**config.mk**
```make
export PLATFORM = sky130hd
export DESIGN_NAME = display_source
export DESIGN_NICKNAME = d
export VERILOG_FILES = /design/src/rtl/display_source.sv
export SDC_FILE = /design/constraint.sdc
export NUM_CORES = 1
export LEC_CHECK = 0
export BUFFER_PORTS_ARGS = -buffer_cell sky130_fd_sc_hd__buf_4
export CAP_MARGIN = 20
export CORE_MARGIN = 2
export CORE_UTILIZATION = 45
export DETAILED_ROUTE_END_ITERATION = 10
export GPL_TIMING_DRIVEN = 0
export HOLD_SLACK_MARGIN = 0.08
export MAX_ROUTING_LAYER = met4
export PLACE_DENSITY = 0.78
export SETUP_SLACK_MARGIN = 0.5
export SLEW_MARGIN = 20
export SYNTH_ARGS = -nofsm -noshare
export SYNTH_HDL_FRONTEND = slang
export SYNTH_SLANG_ARGS = --single-unit
```
**constraint.sdc**
```tcl
create_clock -name clk -period 2.6 [get_ports clk]
set_clock_uncertainty 0.15 [all_clocks]
set_input_delay 0.13 -clock clk [delete_from_list [all_inputs] [get_ports clk]]
set_output_delay 0.13 -clock clk [all_outputs]
set_load 0.01 [all_outputs]
```
**src/rtl/display_source.sv**
```systemverilog
// Four-page display source selector: a debounced push-button steps through
// pages, y shows the selected source (with freeze), and a free-running divider makes the digit-scan clock.
module display_source #(
  parameter int SCAN_DIV   = 50000,
  parameter int DEB_CYCLES = 1000000
) (
  input  logic        clk,
  input  logic        reset,
  input  logic        btn_next,
  input  logic        freeze,
  input  logic [15:0] data_a,
  input  logic [15:0] data_b,
  input  logic [15:0] data_c,
  input  logic [15:0] data_d,
  output logic        light_clk,
  output logic [15:0] y,
  output logic [1:0]  page
);

  localparam int SW = (SCAN_DIV > 2) ? $clog2(SCAN_DIV) : 1;
  localparam int DW = (DEB_CYCLES > 2) ? $clog2(DEB_CYCLES) : 1;
  localparam logic [SW-1:0] SCAN_LAST = SW'(SCAN_DIV - 1);
  localparam logic [DW-1:0] DEB_LAST  = DW'(DEB_CYCLES - 1);

  localparam logic [1:0] S_IDLE         = 2'd0;
  localparam logic [1:0] S_PRESS_WAIT   = 2'd1;
  localparam logic [1:0] S_PRESSED      = 2'd2;
  localparam logic [1:0] S_RELEASE_WAIT = 2'd3;

  logic [SW-1:0] scan_cnt_q, scan_cnt_d;
  logic          light_q, light_d;
  logic          sync1_q, sync2_q;
  logic          btn_s;
  logic [1:0]    state_q, state_d;
  logic [DW-1:0] deb_cnt_q, deb_cnt_d;
  logic          step_q, step_d;
  logic [1:0]    page_q, page_d;
  logic [15:0]   y_q, y_d;
  logic [15:0]   src_s;

  assign btn_s = sync2_q;

  // Scan divider: wrap and toggle together so each half-period is SCAN_DIV cycles.
  always_comb begin
    if (scan_cnt_q == SCAN_LAST) begin
      scan_cnt_d = '0;
      light_d    = ~light_q;
    end else begin
      scan_cnt_d = scan_cnt_q + {{(SW-1){1'b0}}, 1'b1};
      light_d    = light_q;
    end
  end

  // Debounce FSM; step is registered so page moves the cycle after it.
  always_comb begin
    state_d   = state_q;
    deb_cnt_d = deb_cnt_q;
    step_d    = 1'b0;
    case (state_q)
      S_IDLE: begin
        if (btn_s) begin
          state_d   = S_PRESS_WAIT;
          deb_cnt_d = '0;
        end else begin
          state_d   = S_IDLE;
        end
      end
      S_PRESS_WAIT: begin
        if (!btn_s) begin
          state_d = S_IDLE;
        end else if (deb_cnt_q == DEB_LAST) begin
          state_d = S_PRESSED;
          step_d  = 1'b1;
        end else begin
          deb_cnt_d = deb_cnt_q + {{(DW-1){1'b0}}, 1'b1};
        end
      end
      S_PRESSED: begin
        if (!btn_s) begin
          state_d   = S_RELEASE_WAIT;
          deb_cnt_d = '0;
        end else begin
          state_d   = S_PRESSED;
        end
      end
      S_RELEASE_WAIT: begin
        if (btn_s) begin
          state_d = S_PRESSED;
        end else if (deb_cnt_q == DEB_LAST) begin
          state_d = S_IDLE;
        end else begin
          deb_cnt_d = deb_cnt_q + {{(DW-1){1'b0}}, 1'b1};
        end
      end
      default: begin
        state_d   = S_IDLE;
        deb_cnt_d = '0;
      end
    endcase
  end

  // Source select uses the registered page; y then holds while frozen.
  always_comb begin
    case (page_q)
      2'd0:    src_s = data_a;
      2'd1:    src_s = data_b;
      2'd2:    src_s = data_c;
      2'd3:    src_s = data_d;
      default: src_s = 16'h0000;
    endcase
    if (freeze) begin
      y_d = y_q;
    end else begin
      y_d = src_s;
    end
    page_d = page_q + {1'b0, step_q};
  end

  // All state registers, cleared asynchronously.
  always_ff @(posedge clk or negedge reset) begin
    if (!reset) begin
      scan_cnt_q <= '0;
      light_q    <= 1'b0;
      sync1_q    <= 1'b0;
      sync2_q    <= 1'b0;
      state_q    <= S_IDLE;
      deb_cnt_q  <= '0;
      step_q     <= 1'b0;
      page_q     <= 2'd0;
      y_q        <= 16'h0000;
    end else begin
      scan_cnt_q <= scan_cnt_d;
      light_q    <= light_d;
      sync1_q    <= btn_next;
      sync2_q    <= sync1_q;
      state_q    <= state_d;
      deb_cnt_q  <= deb_cnt_d;
      step_q     <= step_d;
      page_q     <= page_d;
      y_q        <= y_d;
    end
  end

  assign light_clk = light_q;
  assign y         = y_q;
  assign page      = page_q;

endmodule

```
# Yosys cells after proc, flatten, opt, wreduce, memory -nomap -nowiden
# Index checks and enable logic that the tools add are counted.
# totals
register_bits,60
output_inout_bits,19
word_cells,49
# classes
add_sub_neg,3
n_eq_ne,14
n_mux,18
bitwise_logic,1
reduce_logical,4
# ops
cell,n
20-bit 2-to-1 mux,5
20-bit case mux with 4 select lines,1
16-bit case mux with 4 select lines,1
"20-bit by 1-bit adder with 20-bit output, second input constant",1
"20-bit equality test, second input constant",1
"16-bit by 1-bit adder with 16-bit output, second input constant",1
"16-bit equality test, second input constant",1
16-bit 2-to-1 mux,1
"2-bit equality test, second input constant",4
2-bit 2-to-1 mux,4
"2-bit inequality test, second input constant",4
2-bit case mux with 4 select lines,1
"3-bit inequality test, second input constant",2
1-bit 2-to-1 mux,5
"2-bit by 1-bit equality test with 1-bit output, second input constant",2
2-bit logical NOT,2
4-bit AND reduction,1
2-bit by 1-bit adder with 2-bit output,1
2-bit AND reduction,1
1-bit inverter,1

# Longest topological paths before layout
# Gate-level depths: netlist of run 1.
# logic_depth
word_depth,4
mapped_depth,7
depth_no_buf,6

# Least setup slack after synthesis of run 1
# No wires, ideal clock.
# synth_path
path_type,register -> register
start,"reg page_q[0], in the netlist page[0]"
end,"reg y_q[10], in the netlist y[10]"
setup_ns,0.125
arrival_ns,1.910
setup_slack_ns,0.416
stages_incl_launch_ff,5
period_less_slack_ns,2.184
path_cell_list,dfrtp_1 > clkbuf_1 > buf_2 > mux4_2 > mux2_2
# synth_via
elab_chain_cells,2
elab_cells_between_ends,5
# synth_lines
element,line_no,source
"start, declared",37,"logic [1:0] page_q, page_d;"
"start signal, assigned",139,page_q <= page_d;
2-bit equality test (tied with other cells),104,case (page_q)
16-bit case mux with 4 select lines (*),104,
"end signal, assigned",140,y_q <= y_d;
"end, declared",38,"logic [15:0] y_q, y_d;"
# Mark *: on every way between the ends. The rest lies on a longest branch, timed or not.
# A chain may end at the register's enable or synchronous reset.

==> impl_metrics.toml, run 1 <==
[drt]
vias_per_cell = 5.595
dr.pass1.iters = 4
drtIter0Drc = 144
drc = 0
vias = 2725
ant_nets = 0
wl_per_cell_um = 16.97
wl_mm = 8.264

[timing]
max_slew_margin_pct = 50.20
rsz0062_at_grt = "true"
setup_ws_ns = 0.4318
tns_ns = 0
worstMarginPinSlew_ns = 0.7470
period_share_pct = 83.39
finalSetupViolations = 0
hold_viol = 0
max_freq_ghz = 0.4612
min_period_ns = 2.168
drv_slew = 0

[pwr]
power.density_nw_per_um2 = 507.5
p_int_mw = 1.716
power_leakage_nw = 1.952
p_sw_share_pct = 22.96
clockPowerShare_pct = 43.8
p_seq_share_pct = 44.7
p_comb_share_pct = 11.5
p_switching_uw = 511.5
ir_worst_vdd_v = 0.0004374

[critical_path]
crit_start = "deb_cnt_q[15]$_DFFE_PN0P_"
r2r_start = "deb_cnt_q[15]$_DFFE_PN0P_"
critical_path.max_fanout = 7
critPathKind = "flip-flop to flip-flop"
cp_data_required_time_ns = 2.68
cpMaxStageDelayCell = "dfrtp_1"
end_kind = "flip-flop"
r2r_slack_ns = 0.43
cp_num_buf_inv = 0
worstSetupPathDepth = 5
cp-start-kind = "flip-flop"
reg2reg_depth = 5
critPathMaxStageDelay_ns = 0.46
crit_family = "simple AND/OR/NAND/NOR gates"
cp_cell_sequence = "nor4_4 -> nand4_1 -> nor3b_4 -> nand2_1 -> mux2_2"
worst_ep_arrival_time_ns = 2.25

[logic_synthesis]
synth_compound_area_share_pct = 6.718
synthXorXnorAreaFrac_pct = 5.437
synthAdderAreaFrac_pct = 1.165
synth-seq-cells = 60
yosys_warnings = 0
synthesis.nets = 348
ys.flop_type = "dfrtp_1"
ys_seq_area_share_pct = 46.60
synth.distinct_cells = 46
synth-simple-area-share_pct = 18.21
synthesis.area_um2 = 3222
synth_edf_count = 0
async_reset_ff_share_pct = 100.0
syn_avg_cell_area_um2 = 11.63
syn_inst = 277
muxShareOfSynthArea_pct = 18.80
synth_top_family_by_area = "multiplexers"

[global_route]
grt_pass1_wl_mm = 12.77
grt_pass1_vias = 2737
grt_max_degree = 61
grt_usage_pct = 22.21
grt_overflow = 0
antenna_found_initial = 0

[min_path]
hold_class = "primary input to flip-flop"

[die]
die_height_um = 88.62
rows = 30
die_x_um = 88.62
io_pins = 87
dieArea_um2 = 7853
coreArea_um2 = 6869
start_util_pct = 46.90

[clocking]
root_buffer = "clkbuf_8"
cts_tree = "built"
insertion_delay_ns = 0.34
clk_pin_slew_ns = 0.07
cts.sinks = 60
cts_made_buffers = 9
cts_buffer_depth = 2
h-tree-depth = 3

[layout]
drive_gt1_share_pct = 40.92
nets = 457
finish.utilization_pct = 63.90
multiInputGateArea_um2 = 1664
area_delta_synth_final_pct = 36.23
final_common_cell = "buf_4"
n_antenna_cell = 0
final_cell_mix = "buf_4 (91), dfrtp_1 (58), nand2_1 (23)"
nFillCells = 536
regArea_um2 = 1504

[placed_design]
gp_congestion = 0.8247
post-place-ws_ns = 0.3180
portBuffers = 85
hpwl_mm = 5.872

[status]
outcome = "complete, no violations"

[run]
cap_violations = 0
## tightest hold or removal path: stages
cell and delay (ns):
buf_4 0.08, mux4_2 0.21, mux2_2 0.13
## final cells by class
cell class | count | area share [%]
Buffer | 14 | 1.767
Clock buffer | 11 | 3.449
Clock inverter | 5 | 1.910
Inverter | 8 | 0.6842
Multi-Input combinational cell | 195 | 37.91
Sequential cell | 60 | 34.26
Tap cell | 96 | 2.737
Timing Repair Buffer | 98 | 17.27
## state kept, by name, indices dropped and copies added, names as in the netlist, named ones only
register    cells
state_q         1
sync1_q         1
page            2
step_q          1
y              16
light_clk       1
scan_cnt_q     16
btn_s           1
deb_cnt_q      20
## routing by layer
layer / up-vias / share of wire, % / wire length [µm] / track usage, %
li1: 1252 / - / - / -
met1: 1351 / 39 / 3191 / 26.50
met2: 90 / 53 / 4370 / 35.61
met3: 32 / 5.1 / 421 / 6.343
met4: 0 / 3.4 / 280 / 8.953
met5: - / 0 / 0 / -
## cell usage after synthesis (4+ instances only)
library cell  count  area share [%]
nand3b_1          4            0.93
nor2_1           18             2.1
mux4_2           16              11
nand4_1          12             2.3
o21ai_0           4            0.62
clkbuf_1          8            0.93
xnor2_1          11             3.0
xor2_1            9             2.4
a21oi_1           5            0.78
dfrtp_1          60              47
nor4_1            5            0.97
nand2_1          23             2.7
o211ai_1          5             1.2
nand3_1          13             2.0
nor3_1            6            0.93
a22o_1            7             1.9
mux2_2           20             7.0
inv_1             8            0.93
and3_1            4            0.78
## kinds of logic after synthesis
family	count (synthesis)
AOI/OAI and AO/OA	30
xor gates and xnor gates	20
adders and majority gates	3
buffers and inverters	22
DFF	60
muxes	38
and+or+nand+nor	104
## power by group through the flow
stage                     Combinational [mW]  Sequential [mW]  Clock [mW]
after floorplan                       0.0798             1.02           0
after global placement                 0.238             1.01           0
after detailed placement               0.245             1.01           0
after CTS                              0.258            0.994       0.995
after global routing                   0.278            0.999        1.03
final                                  0.257            0.995       0.976
## worst min path at each step
stage / from / end / slack [ns] / cells after the start
6_report: data_c[11] / y[11]$_DFFE_PN0N_ / 0.09 / 3
5_1_grt: data_b[11] / y[11]$_DFFE_PN0N_ / 0.09 / 3
4_1_cts: data_c[11] / y[11]$_DFFE_PN0N_ / 0.08 / 3
3_5_place_dp: reset / sync1_q$_DFF_PN0_ / 0.09 / 1
3_3_place_gp: reset / sync1_q$_DFF_PN0_ / 0.09 / 1
2_1_floorplan: reset / asynchronous set/reset pin / -0.32 / 0
## stage by stage
stage	instances	area [µm²]	power [mW]	hold WS (ns)
2_1_floorplan	277	3223	1.100	-0.3156
3_3_place_gp	458	3981	1.246	0.08748
3_5_place_dp	458	3981	1.257	0.09193
4_1_cts	484	4328	2.246	0.08018
5_1_grt	487	4389	2.312	0.08532
6_report	487	4389	2.227	0.08935
## repair_timing
action                                  4_1_cts  5_1_grt
pin swaps                                     0        0
endpoints found under the setup margin       19       20
buffers inserted                              1        3
hold buffers                                  9        0
hold endpoints to repair                     65        0
gates resized for setup                       5        8
Note: power is estimated with default switching activity, not from simulation.
==> run 2: changes to the inputs <==
clock period = 2.08 ns   (was 2.6 ns; I/O delays follow)
==> run 2 against run 1 <==
Against the previous run:
- flip-flop and latch count is the same
- register-to-register slack lost 0.37 ns
- clock power grew 29%
- global-route usage grew 11 points
- sequential power grew 26%
- core utilization grew 18 points
- highest routed layer unchanged
==> impl_metrics.toml, run 2 (synthesized netlist as in run 1, its figures left out) <==
[status]
outcome = "complete, no violations"

[clocking]
cts_made_buffers = 9
cts_tree = "built"
clk_pin_slew_ns = 0.08
cts_buffer_depth = 2
root_buffer = "clkbuf_8"
cts.sinks = 60
insertion_delay_ns = 0.36
h-tree-depth = 3

[timing]
max_freq_ghz = 0.4947
max_slew_margin_pct = 47.81
worstMarginPinSlew_ns = 0.7829
hold_viol = 0
finalSetupViolations = 0
min_period_ns = 2.021
rsz0062_at_grt = "true"
whs_ns = 0.06964
period_share_pct = 97.18
drv_slew = 0

[layout]
nets = 551
area_delta_synth_final_pct = 74.87
final_cell_mix = "buf_4 (128), dlygate4sd3_1 (55), dfrtp_1 (48)"
final_common_cell = "buf_4"
drive_gt1_share_pct = 54.13
top_register = "deb_cnt_q"
largest_register_ff_count = 20
finish.utilization_pct = 82.02
stdcell_count = 582

[placed_design]
gp_congestion = 0.8392
portBuffers = 85
hpwl_mm = 5.495
dp_cells = 458

[run]
cap_violations = 0

[die]
die_height_um = 88.62
die_x_um = 88.62
dieArea_um2 = 7853
start_util_pct = 46.90
coreArea_um2 = 6869
rows = 30
io_pins = 87

[critical_path]
worst_ep_arrival_time_ns = 2.11
critPathKind = "flip-flop to flip-flop"
end_kind = "flip-flop"
cp-start-kind = "flip-flop"
cp_data_required_time_ns = 2.17
critical_path.max_fanout = 2

[drt]
ant_nets = 0
wl_per_cell_um = 23.58
vias = 3562
drtIter0Drc = 311
drc = 0
vias_per_cell = 6.120
wl_mm = 13.72
dr.pass1.iters = 6

[global_route]
grt_pass1_wl_mm = 18.17
grt_overflow = 0
antenna_found_initial = 1
grt_max_degree = 61
grt_pass1_vias = 3517
grt_usage_pct = 33.14

[pwr]
power.density_nw_per_um2 = 533.3
total_power_mw = 3.005
ir_worst_vdd_v = 0.0005210
power_leakage_nw = 2.482

[min_path]
hold_class = "primary input to flip-flop"
[run 2: cell count changes in the layout (fill, tap and decap cells not counted), moves of 6 or more]
cell / before / now
buf_4: 91 / 128
buf_6: 2 / 10
dlygate4sd3_1: 9 / 55
nor3_1: 6 / 0
dfrtp_1: 58 / 48
dfrtp_2: 2 / 12
[run 2: critical path, stage by stage, from the launching register on]
cell	delay, ns
dfrtp_2	0.44
nor4_4	0.38
nand4_1	0.20
nor3b_4	0.28
nand2_2	0.12
nor3b_2	0.33
[run 2: path summary, 6_finish.rpt]
path / start / endpoint / slack (ns) / depth (start not counted)
setup / recovery: deb_cnt_q[11]$_DFFE_PN0P_ / step_q$_DFF_PN0_ / 0.06 / 5
hold / removal: data_d[3] / y[3]$_DFFE_PN0N_ / 0.07 / 3
setup reg to reg: deb_cnt_q[11]$_DFFE_PN0P_ / step_q$_DFF_PN0_ / 0.06 / 5
hold reg to reg: sync1_q$_DFF_PN0_ / btn_s$_DFF_PN0_ / 0.21 / 0
max in group asynchronous: reset / btn_s$_DFF_PN0_ / 0.98 / 2
min in group asynchronous: reset / y[0]$_DFFE_PN0N_ / 0.23 / 2
[run 2: through the flow]
step | TNS, ns | instance area (µm²) | setup slack [ns]
after floorplan | 0 | 3278 | 0.1070
after global placement | -0.3328 | 4036 | -0.1517
after detailed placement | -1.013 | 4036 | -0.2880
after CTS | 0 | 5255 | 0.2206
after global routing | 0 | 5632 | 0.08334
final | 0 | 5634 | 0.05863
[run 2: routing by layer]
metal	share of wire, %	wire, µm	up-vias	global-route usage, %
li1	-	-	1445	-
met1	32	4360	1733	32.86
met2	54	7361	279	58.24
met3	7.6	1041	105	7.463
met4	7.0	960	0	21.07
met5	0	0	-	-
[run 2: power by group]
part           total (mW)  internal (mW)  leakage [nW]  switching (mW)
sequential           1.25           1.21         0.760          0.0358
clock                1.26          0.769         0.119           0.495
combinational       0.493          0.290          1.60           0.203
[run 2: final cells by class]
cell class              instances  area [µm²]
diodes                          2       5.005
plain buffers                  14       122.6
clock inverters                 3       68.82
clock buffers                  12       165.2
repair buffers                191        1638
fillers                       352        1235
multi-input cells             196        1968
flip-flops and latches         60        1516
well taps                      96       120.1
inverters                       8       30.03
[run 2: what timing repair did]
item / CTS / global route
endpoints found under the setup margin: 50 / 51
hold buffers: 55 / 0
pin swaps: 15 / 39
endpoints found under the hold margin: 76 / 0
cloned: 2 / 0
gates resized for setup: 38 / 63
setup buffers: 30 / 20
